<file path="src/rtl/cpu_ctrl_pkg.sv">
// Shared encodings for the multicycle CPU controller: opcodes, FSM states,
// ALU operation codes and the bundle of control strobes.
package cpu_ctrl_pkg;

  typedef enum logic [2:0] {
    OP_ADD  = 3'b000,
    OP_SUB  = 3'b001,
    OP_ADDI = 3'b010,
    OP_LD   = 3'b011,
    OP_ST   = 3'b100,
    OP_BEQZ = 3'b101,
    OP_JMP  = 3'b110,
    OP_HLT  = 3'b111
  } opcode_e;

  typedef enum logic [2:0] {
    S_FETCH  = 3'd0,
    S_DECODE = 3'd1,
    S_EXEC   = 3'd2,
    S_MEM    = 3'd3,
    S_WB     = 3'd4,
    S_BRANCH = 3'd5,
    S_HALT   = 3'd6
  } state_e;

  localparam logic [1:0] ALU_ADD = 2'b00;
  localparam logic [1:0] ALU_SUB = 2'b01;

  typedef struct packed {
    logic       ir_write;
    logic       pc_write;
    logic       pc_src;
    logic       a_sel;
    logic       b_sel;
    logic [1:0] alu_op;
    logic       mem_read;
    logic       mem_write;
    logic       mem_to_reg;
    logic       reg_write;
    logic       halted;
  } ctrl_t;

  function automatic logic is_mem_op(input opcode_e op);
    return (op == OP_LD) || (op == OP_ST);
  endfunction

endpackage

</file>
<file path="src/rtl/ctrl_decode.sv">
// Combinational strobe decode from the controller state and latched opcode.
module ctrl_decode
  import cpu_ctrl_pkg::*;
(
  input  state_e  state_i,
  input  opcode_e op_i,
  input  logic    rd_zero_i,
  input  logic    mem_ready_i,
  output ctrl_t   ctrl_o
);

  always_comb begin
    ctrl_o = '0;
    case (state_i)
      S_FETCH: begin
        ctrl_o.mem_read = 1'b1;
        ctrl_o.ir_write = mem_ready_i;
        ctrl_o.pc_write = mem_ready_i;
      end
      S_EXEC: begin
        ctrl_o.alu_op = (op_i == OP_SUB) ? ALU_SUB : ALU_ADD;
        ctrl_o.b_sel  = (op_i == OP_ADDI) || is_mem_op(op_i);
        ctrl_o.a_sel  = is_mem_op(op_i);
      end
      S_MEM: begin
        // Held for the whole wait so memory sees a stable request.
        ctrl_o.mem_read  = (op_i == OP_LD);
        ctrl_o.mem_write = (op_i == OP_ST);
      end
      S_WB: begin
        ctrl_o.reg_write  = 1'b1;
        ctrl_o.mem_to_reg = (op_i == OP_LD);
      end
      S_BRANCH: begin
        ctrl_o.pc_src   = 1'b1;
        ctrl_o.pc_write = (op_i == OP_JMP) || ((op_i == OP_BEQZ) && rd_zero_i);
      end
      S_HALT: begin
        ctrl_o.halted = 1'b1;
      end
      default: ctrl_o = '0;
    endcase
  end

endmodule

</file>
<file path="src/rtl/cpu_ctrl_fsm.sv">
// Multicycle CPU control FSM: holds state, latched opcode and the retired
// instruction counter; strobe decode lives in ctrl_decode.
module cpu_ctrl_fsm
  import cpu_ctrl_pkg::*;
(
  input  logic       clk,
  input  logic       rst,
  input  logic [7:0] instr,
  input  logic       mem_ready,
  input  logic       rd_zero,
  output logic       ir_write,
  output logic       pc_write,
  output logic       pc_src,
  output logic       a_sel,
  output logic       b_sel,
  output logic [1:0] alu_op,
  output logic       mem_read,
  output logic       mem_write,
  output logic       mem_to_reg,
  output logic       reg_write,
  output logic       halted,
  output logic [7:0] retired
);

  state_e     state_q, state_d;
  opcode_e    op_q;
  logic [7:0] retired_q;
  logic       retire;
  opcode_e    instr_op;
  ctrl_t      dec;
  ctrl_t      ctrl;
  logic       unused_instr_fields;

  assign instr_op            = opcode_e'(instr[7:5]);
  assign unused_instr_fields = ^instr[4:0];

  always_comb begin
    state_d = state_q;
    retire  = 1'b0;
    case (state_q)
      S_FETCH:  if (mem_ready) state_d = S_DECODE;
      S_DECODE: begin
        // op_q is not loaded yet, so branch on the live instruction.
        case (instr_op)
          OP_BEQZ, OP_JMP: state_d = S_BRANCH;
          OP_HLT: begin
            state_d = S_HALT;
            retire  = 1'b1;
          end
          default: state_d = S_EXEC;
        endcase
      end
      S_EXEC:   state_d = is_mem_op(op_q) ? S_MEM : S_WB;
      S_MEM: begin
        if (mem_ready) begin
          if (op_q == OP_LD) begin
            state_d = S_WB;
          end else begin
            state_d = S_FETCH;
            retire  = 1'b1;
          end
        end
      end
      S_WB, S_BRANCH: begin
        state_d = S_FETCH;
        retire  = 1'b1;
      end
      S_HALT:   state_d = S_HALT;
      default:  state_d = S_FETCH;
    endcase
  end

  always_ff @(posedge clk) begin
    if (rst) begin
      state_q   <= S_FETCH;
      op_q      <= OP_ADD;
      retired_q <= 8'd0;
    end else begin
      state_q <= state_d;
      if (state_q == S_DECODE) op_q <= instr_op;
      if (retire) retired_q <= retired_q + 8'd1;
    end
  end

  ctrl_decode u_decode (
    .state_i     (state_q),
    .op_i        (op_q),
    .rd_zero_i   (rd_zero),
    .mem_ready_i (mem_ready),
    .ctrl_o      (dec)
  );

  // Reset silences every strobe immediately, aborting any in-flight access.
  assign ctrl    = rst ? '0 : dec;
  assign retired = rst ? 8'd0 : retired_q;

  assign ir_write   = ctrl.ir_write;
  assign pc_write   = ctrl.pc_write;
  assign pc_src     = ctrl.pc_src;
  assign a_sel      = ctrl.a_sel;
  assign b_sel      = ctrl.b_sel;
  assign alu_op     = ctrl.alu_op;
  assign mem_read   = ctrl.mem_read;
  assign mem_write  = ctrl.mem_write;
  assign mem_to_reg = ctrl.mem_to_reg;
  assign reg_write  = ctrl.reg_write;
  assign halted     = ctrl.halted;

endmodule

</file>
<file path="config.mk">
export PLATFORM = sky130hd
export DESIGN_NAME = cpu_ctrl_fsm
export DESIGN_NICKNAME = d
export VERILOG_FILES = /design/src/rtl/cpu_ctrl_pkg.sv /design/src/rtl/ctrl_decode.sv /design/src/rtl/cpu_ctrl_fsm.sv
export SDC_FILE = /design/constraint.sdc
export NUM_CORES = 1
export LEC_CHECK = 0
export ABC_AREA = 1
export BUFFER_PORTS_ARGS = -buffer_cell sky130_fd_sc_hd__buf_4
export CAP_MARGIN = 10
export CELL_PAD_IN_SITES_DETAIL_PLACEMENT = 1
export CELL_PAD_IN_SITES_GLOBAL_PLACEMENT = 1
export CORE_ASPECT_RATIO = 1.25
export CORE_UTILIZATION = 33
export DETAILED_ROUTE_END_ITERATION = 6
export GPL_ROUTABILITY_DRIVEN = 0
export PLACE_DENSITY_LB_ADDON = 0.1
export SKIP_LAST_GASP = 1
export SYNTH_ARGS = -nofsm -noshare
export SYNTH_HDL_FRONTEND = slang
export SYNTH_SLANG_ARGS = --single-unit
</file>
<file path="constraint.sdc">
create_clock -name clk -period 1.5 [get_ports clk]
set_input_delay 0.225 -clock clk [delete_from_list [all_inputs] [get_ports clk]]
set_output_delay 0.225 -clock clk [all_outputs]
set_load 0.05 [all_outputs]
</file>
# Word level (Yosys, flattened, before mapping)
# Cells that the tools add are included.
dict set report totals {
  out_inout_bits 20
  regBits 14
  elab_cells 50
  in_bits 12
}
dict set report op_classes {
  n_addsub 1
  n_eq_ne 17
  reduce_logical 8
  mux 21
}
# operator count
set op_table {}
lappend op_table {{3-bit equality test, second input constant} 9}
lappend op_table {{3-bit case mux with 5 select lines} 1}
lappend op_table {{3-bit by 2-bit equality test with 1-bit output, second input constant} 4}
lappend op_table {{12-bit 2-to-1 mux} 1}
lappend op_table {{3-bit 2-to-1 mux} 4}
lappend op_table {{8-bit by 1-bit adder with 8-bit output, second input constant} 1}
lappend op_table {{1-bit 2-to-1 mux} 8}
lappend op_table {{8-bit 2-to-1 mux} 1}
lappend op_table {{3-bit by 1-bit equality test with 1-bit output, second input constant} 2}
lappend op_table {{3-bit case mux with 2 select lines} 1}
lappend op_table {{4-bit 2-to-1 mux} 1}
lappend op_table {{2-bit != test, second input constant} 2}
lappend op_table {{1-bit case mux with 2 select lines} 2}
lappend op_table {{2-bit OR reduction} 2}
lappend op_table {{3-bit zero test} 1}
lappend op_table {{1-bit logical OR} 3}
lappend op_table {{1-bit case mux with 3 select lines} 1}
lappend op_table {{2-bit 2-to-1 mux} 1}
lappend op_table {{2-bit AND reduction} 1}
lappend op_table {{1-bit logical AND} 1}

# Longest topological paths before layout
dict set report depth {
  depth_word 5
  mapped_depth 9
  depth_no_buf 9
}

# Modules after synthesis
# Synthesis repeated with hierarchy kept, for this count alone.
dict set report hier_totals {
  cells_unflattened 199
  area_unflattened_um2 1131.1
}
# module seq_area_each_um2 area_each_um2 cells_per_inst n_inst
set modules_own_cells {}
lappend modules_own_cells {cpu_ctrl_fsm 280.3 973.4 165 1}
lappend modules_own_cells {ctrl_decode 0.0 157.7 34 1}

# Least setup slack after synthesis
# No wires, ideal clock.
dict set report synth_timing {
  path_type {flip-flop to output port}
  start {reg state_q[1]}
  end {out alu_op[0]}
  n_path_buf 0
  arrival_ps 2274
  setup_slack_ps -999
  stages_incl_launch_ff 7
  required_ps 1275
  cell_sequence {dfxtp_1 > inv_1 > nor2_1 > inv_1 > nor2_1 > nand2_1 > nor4_1}
}
dict set report synth_via {
  elab_chain_cells 3
}
# item line
set synth_rtl {}
lappend synth_rtl {{start: declaration} cpu_ctrl_fsm.sv:25} ;# state_e state_q, state_d;
lappend synth_rtl {{start signal: assignment} cpu_ctrl_fsm.sv:79} ;# state_q <= state_d;
lappend synth_rtl {{3-bit by 2-bit equality test with 1-bit output} ctrl_decode.sv:14} ;# case (state_i)
lappend synth_rtl {{4-bit 2-to-1 mux} ctrl_decode.sv:14}
lappend synth_rtl {{12-bit 2-to-1 mux} cpu_ctrl_fsm.sv:94} ;# assign ctrl = rst ? '0 : dec;
lappend synth_rtl {{end: declaration} cpu_ctrl_fsm.sv:16} ;# output logic [1:0] alu_op,
# Every way passes these cells.

# Worst setup path after layout
dict set report layout_timing {
  start {reg state_q[0]}
  end {out a_sel}
}
dict set report layout_via {
  elab_chain_cells 3
}
# item line
set layout_rtl {}
lappend layout_rtl {{3-bit by 2-bit equality test with 1-bit output} ctrl_decode.sv:14}
lappend layout_rtl {{4-bit 2-to-1 mux} ctrl_decode.sv:14}
lappend layout_rtl {{12-bit 2-to-1 mux} cpu_ctrl_fsm.sv:94}
lappend layout_rtl {{end: declaration} cpu_ctrl_fsm.sv:14} ;# output logic a_sel,
# Every way passes these cells.

==> results.cfg <==
[place]
port_buffers = 25
pre_cts_ws_ps = 24.2
post-dp-hpwl_um = 2540

[synthesis]
synthMuxAreaShare_pct = 0
netlist_area_um2 = 1000
yosys.area.top_type = dfxtp_1
synth-seq-area-share_pct = 27.9
ys_types = 23
synth_top_family_by_area = simple AND/OR/NAND/NOR gates
yosys.area_share.simple_pct = 45.6
synthXorXnorAreaFrac_pct = 1.75
yosys_warnings = 0
synthCells = 160
synth_seq_cells = 14
synth_top_area_share_pct = 27.9
synthAdderAreaFrac_pct = 1.25
synthFlopType = dfxtp_1
synth-compound-area-share_pct = 11.3
synth_nets = 173
avgSynthCellArea_um2 = 6.27
async_reset_ff_share_pct = 0
synth_commonest_cells = 41 x nand2_1, 23 x inv_1, 21 x nor2_1, 15 x a21oi_1, 14 x dfxtp_1
netlist_top_cells_area = dfxtp_1 28%, nand2_1 15%, inv_1 8.6%
synth_edf_count = 0
yosysMostFrequentCell = nand2_1

[power]
power.total_w = 0.00133
power.static_leakage_nw = 0.794
p_per_area_nw_per_um2 = 768
max-vdd-ir-drop_v = 0.000423

[drt]
wl_per_cell_um = 18.2
drt_iter0_markers = 20
drcViolationCount = 0
firstDrtPassIters = 4
vias = 1323
vias_per_cell = 5.38
ant_nets = 0
wirelength_um = 4470

[final_layout]
drive_gt1_share_pct = 45.2
multi_input_area_um2 = 796
fillers = 365
ff_latch_area_um2 = 298
syn2layout_area_growth_pct = 72.8
antenna_cells = 0
fin_nets = 224

[die]
die_h_um = 63.7
rows = 22
die_width_um = 51.3
coreArea_um2 = 2920
die_area_um2 = 3270
ios = 32
start_util_pct = 34.4

[timing]
max_freq_mhz = 598
finalSetupViolCount = 11
rsz0062_at_grt = true
slew_viol_final = 0
hold_viol_final = 0
fin_crit_sh_pct = 112
min_period_ps = 1670
fin_skew_ps = 4.62
tns_ps = -1210
whs_ps = 215
worst_slack_ps = -174

[grt]
antenna_found_initial = 0
grt_pass1_vias = 1384
grt_max_degree = 14
grt_overflow = 0
grt_use_total_pct = 26.5
grt_pass1_wl_um = 6500

[setup_path]
reg2reg_slack_ps = 80
worstPathArrival_ps = 1450
critical_path_buf_inv_count = 3
cp_slowest_stage_delay_ps = 380
path_cells = nor2_4 -> inv_2 -> nor2_4 -> buf_4 -> nand2_4 -> nor2_4 -> buf_8
crit_top_cell = nor2_4
crit_family = simple AND/OR/NAND/NOR gates
required_ps = 1270
cp-start-kind = flip-flop
end_kind = output port
path_max_fanout = 4
critical_path_class = reg2out
cp_slowest_cell = dfxtp_4

[clocking]
numCtsBuffers = 3
clk_latency_ps = 290
h-tree-depth = 1
cts_buffer_depth = 2
cts_hold_buf = 0
cts.sinks = 14
clk_pin_slew_ps = 90
cts-root-buf = clkbuf_4
cts_tree = done

[min_path]
worstHoldPathType = in2reg

[run]
maxCapViolCount = 0

[status]
failed_checks = setup timing
outcome = finished with violations
cell type report:
type	instances	area share (%)
repair buffers	51	27.6
clock buffers	4	1.52
well taps	36	2.60
flip-flops and latches	14	17.2
inverters	23	5.27
multi-input cells	118	45.9
worst register-to-register path, cell delays in order (launching register included):
cell,delay [ps]
dfxtp_2,340
inv_2,80
buf_4,130
nand2_1,90
nor2_4,190
inv_1,150
nor2_1,190
o21ai_1,110
nand2_1,80
path summary, 6_finish.rpt:
path / start / end / cells after the start
setup / recovery: state_q[0] / a_sel / 7
hold / removal: instr[7] / op_q[2] / 3
setup reg to reg: state_q[1] / state_q[0] / 8
hold reg to reg: retired_q[7] / retired_q[7] / 2
metal layers:
metal | track usage (%) | part of all wire (%) | wire length, um | vias to the layer above
li1 | - | - | - | 617
met1 | 27.6 | 37 | 1650 | 625
met2 | 50.0 | 53 | 2380 | 58
met3 | 2.90 | 4.0 | 178 | 23
met4 | 13.5 | 5.8 | 258 | 0
met5 | 0 | 0 | 0 | -
what timing repair did:
item | 4_1_cts | 5_1_grt
buffers inserted | 14 | 2
endpoints found under the setup margin | 10 | 11
endpoints found under the hold margin | 0 | 0
pin swaps | 4 | 6
gates resized for setup | 47 | 14
cells by family after synthesis:
logic type	after synthesis
compound gates	22
xor+xnor	2
fa+ha+maj	1
buf+inv	28
flops	14
other cells	1
simple gates	92
power breakdown:
| group | switching, W | total, W | internal [W] | leakage [nW] |
|---|---|---|---|---|
| clock | 0.000136 | 0.000240 | 0.000103 | 0.0150 |
| sequential | 0.0000467 | 0.000453 | 0.000406 | 0.117 |
| combinational | 0.000386 | 0.000639 | 0.000254 | 0.661 |
| total | 0.000569 | 0.00133 | 0.000763 | 0.794 |
metrics by stage:
| stage | std cells | utilization [%] | cell area [um2] |
|---|---|---|---|
| finish | 246 | 59.4 | 1730 |
| global route | 246 | 59.4 | 1730 |
| CTS | 244 | 57.1 | 1670 |
| detailed placement | 226 | 47.2 | 1380 |
| global placement | 226 | 47.2 | 1380 |
| floorplan | 160 | - | 1100 |
registers in the layout (all words and copies together) (netlist names):
name	cells
op_q	3
retired_q	8
state_q	3
layout by cell type, fill, tap and decap left out, types with 3 or more instances in the layout:
cell type  count
nor4_4         3
nor2_4         8
nand2_1       35
dfxtp_4        4
nor2_1        14
nand2_4        5
nand4_1        8
nand3_4        4
buf_8          5
inv_1         17
nand3_1        8
o21ai_0        4
nand2_2        3
a21oi_1       13
inv_2          4
dfxtp_1        8
clkbuf_4       3
buf_6         12
buf_4         33
(Power assumes the default switching activity.)
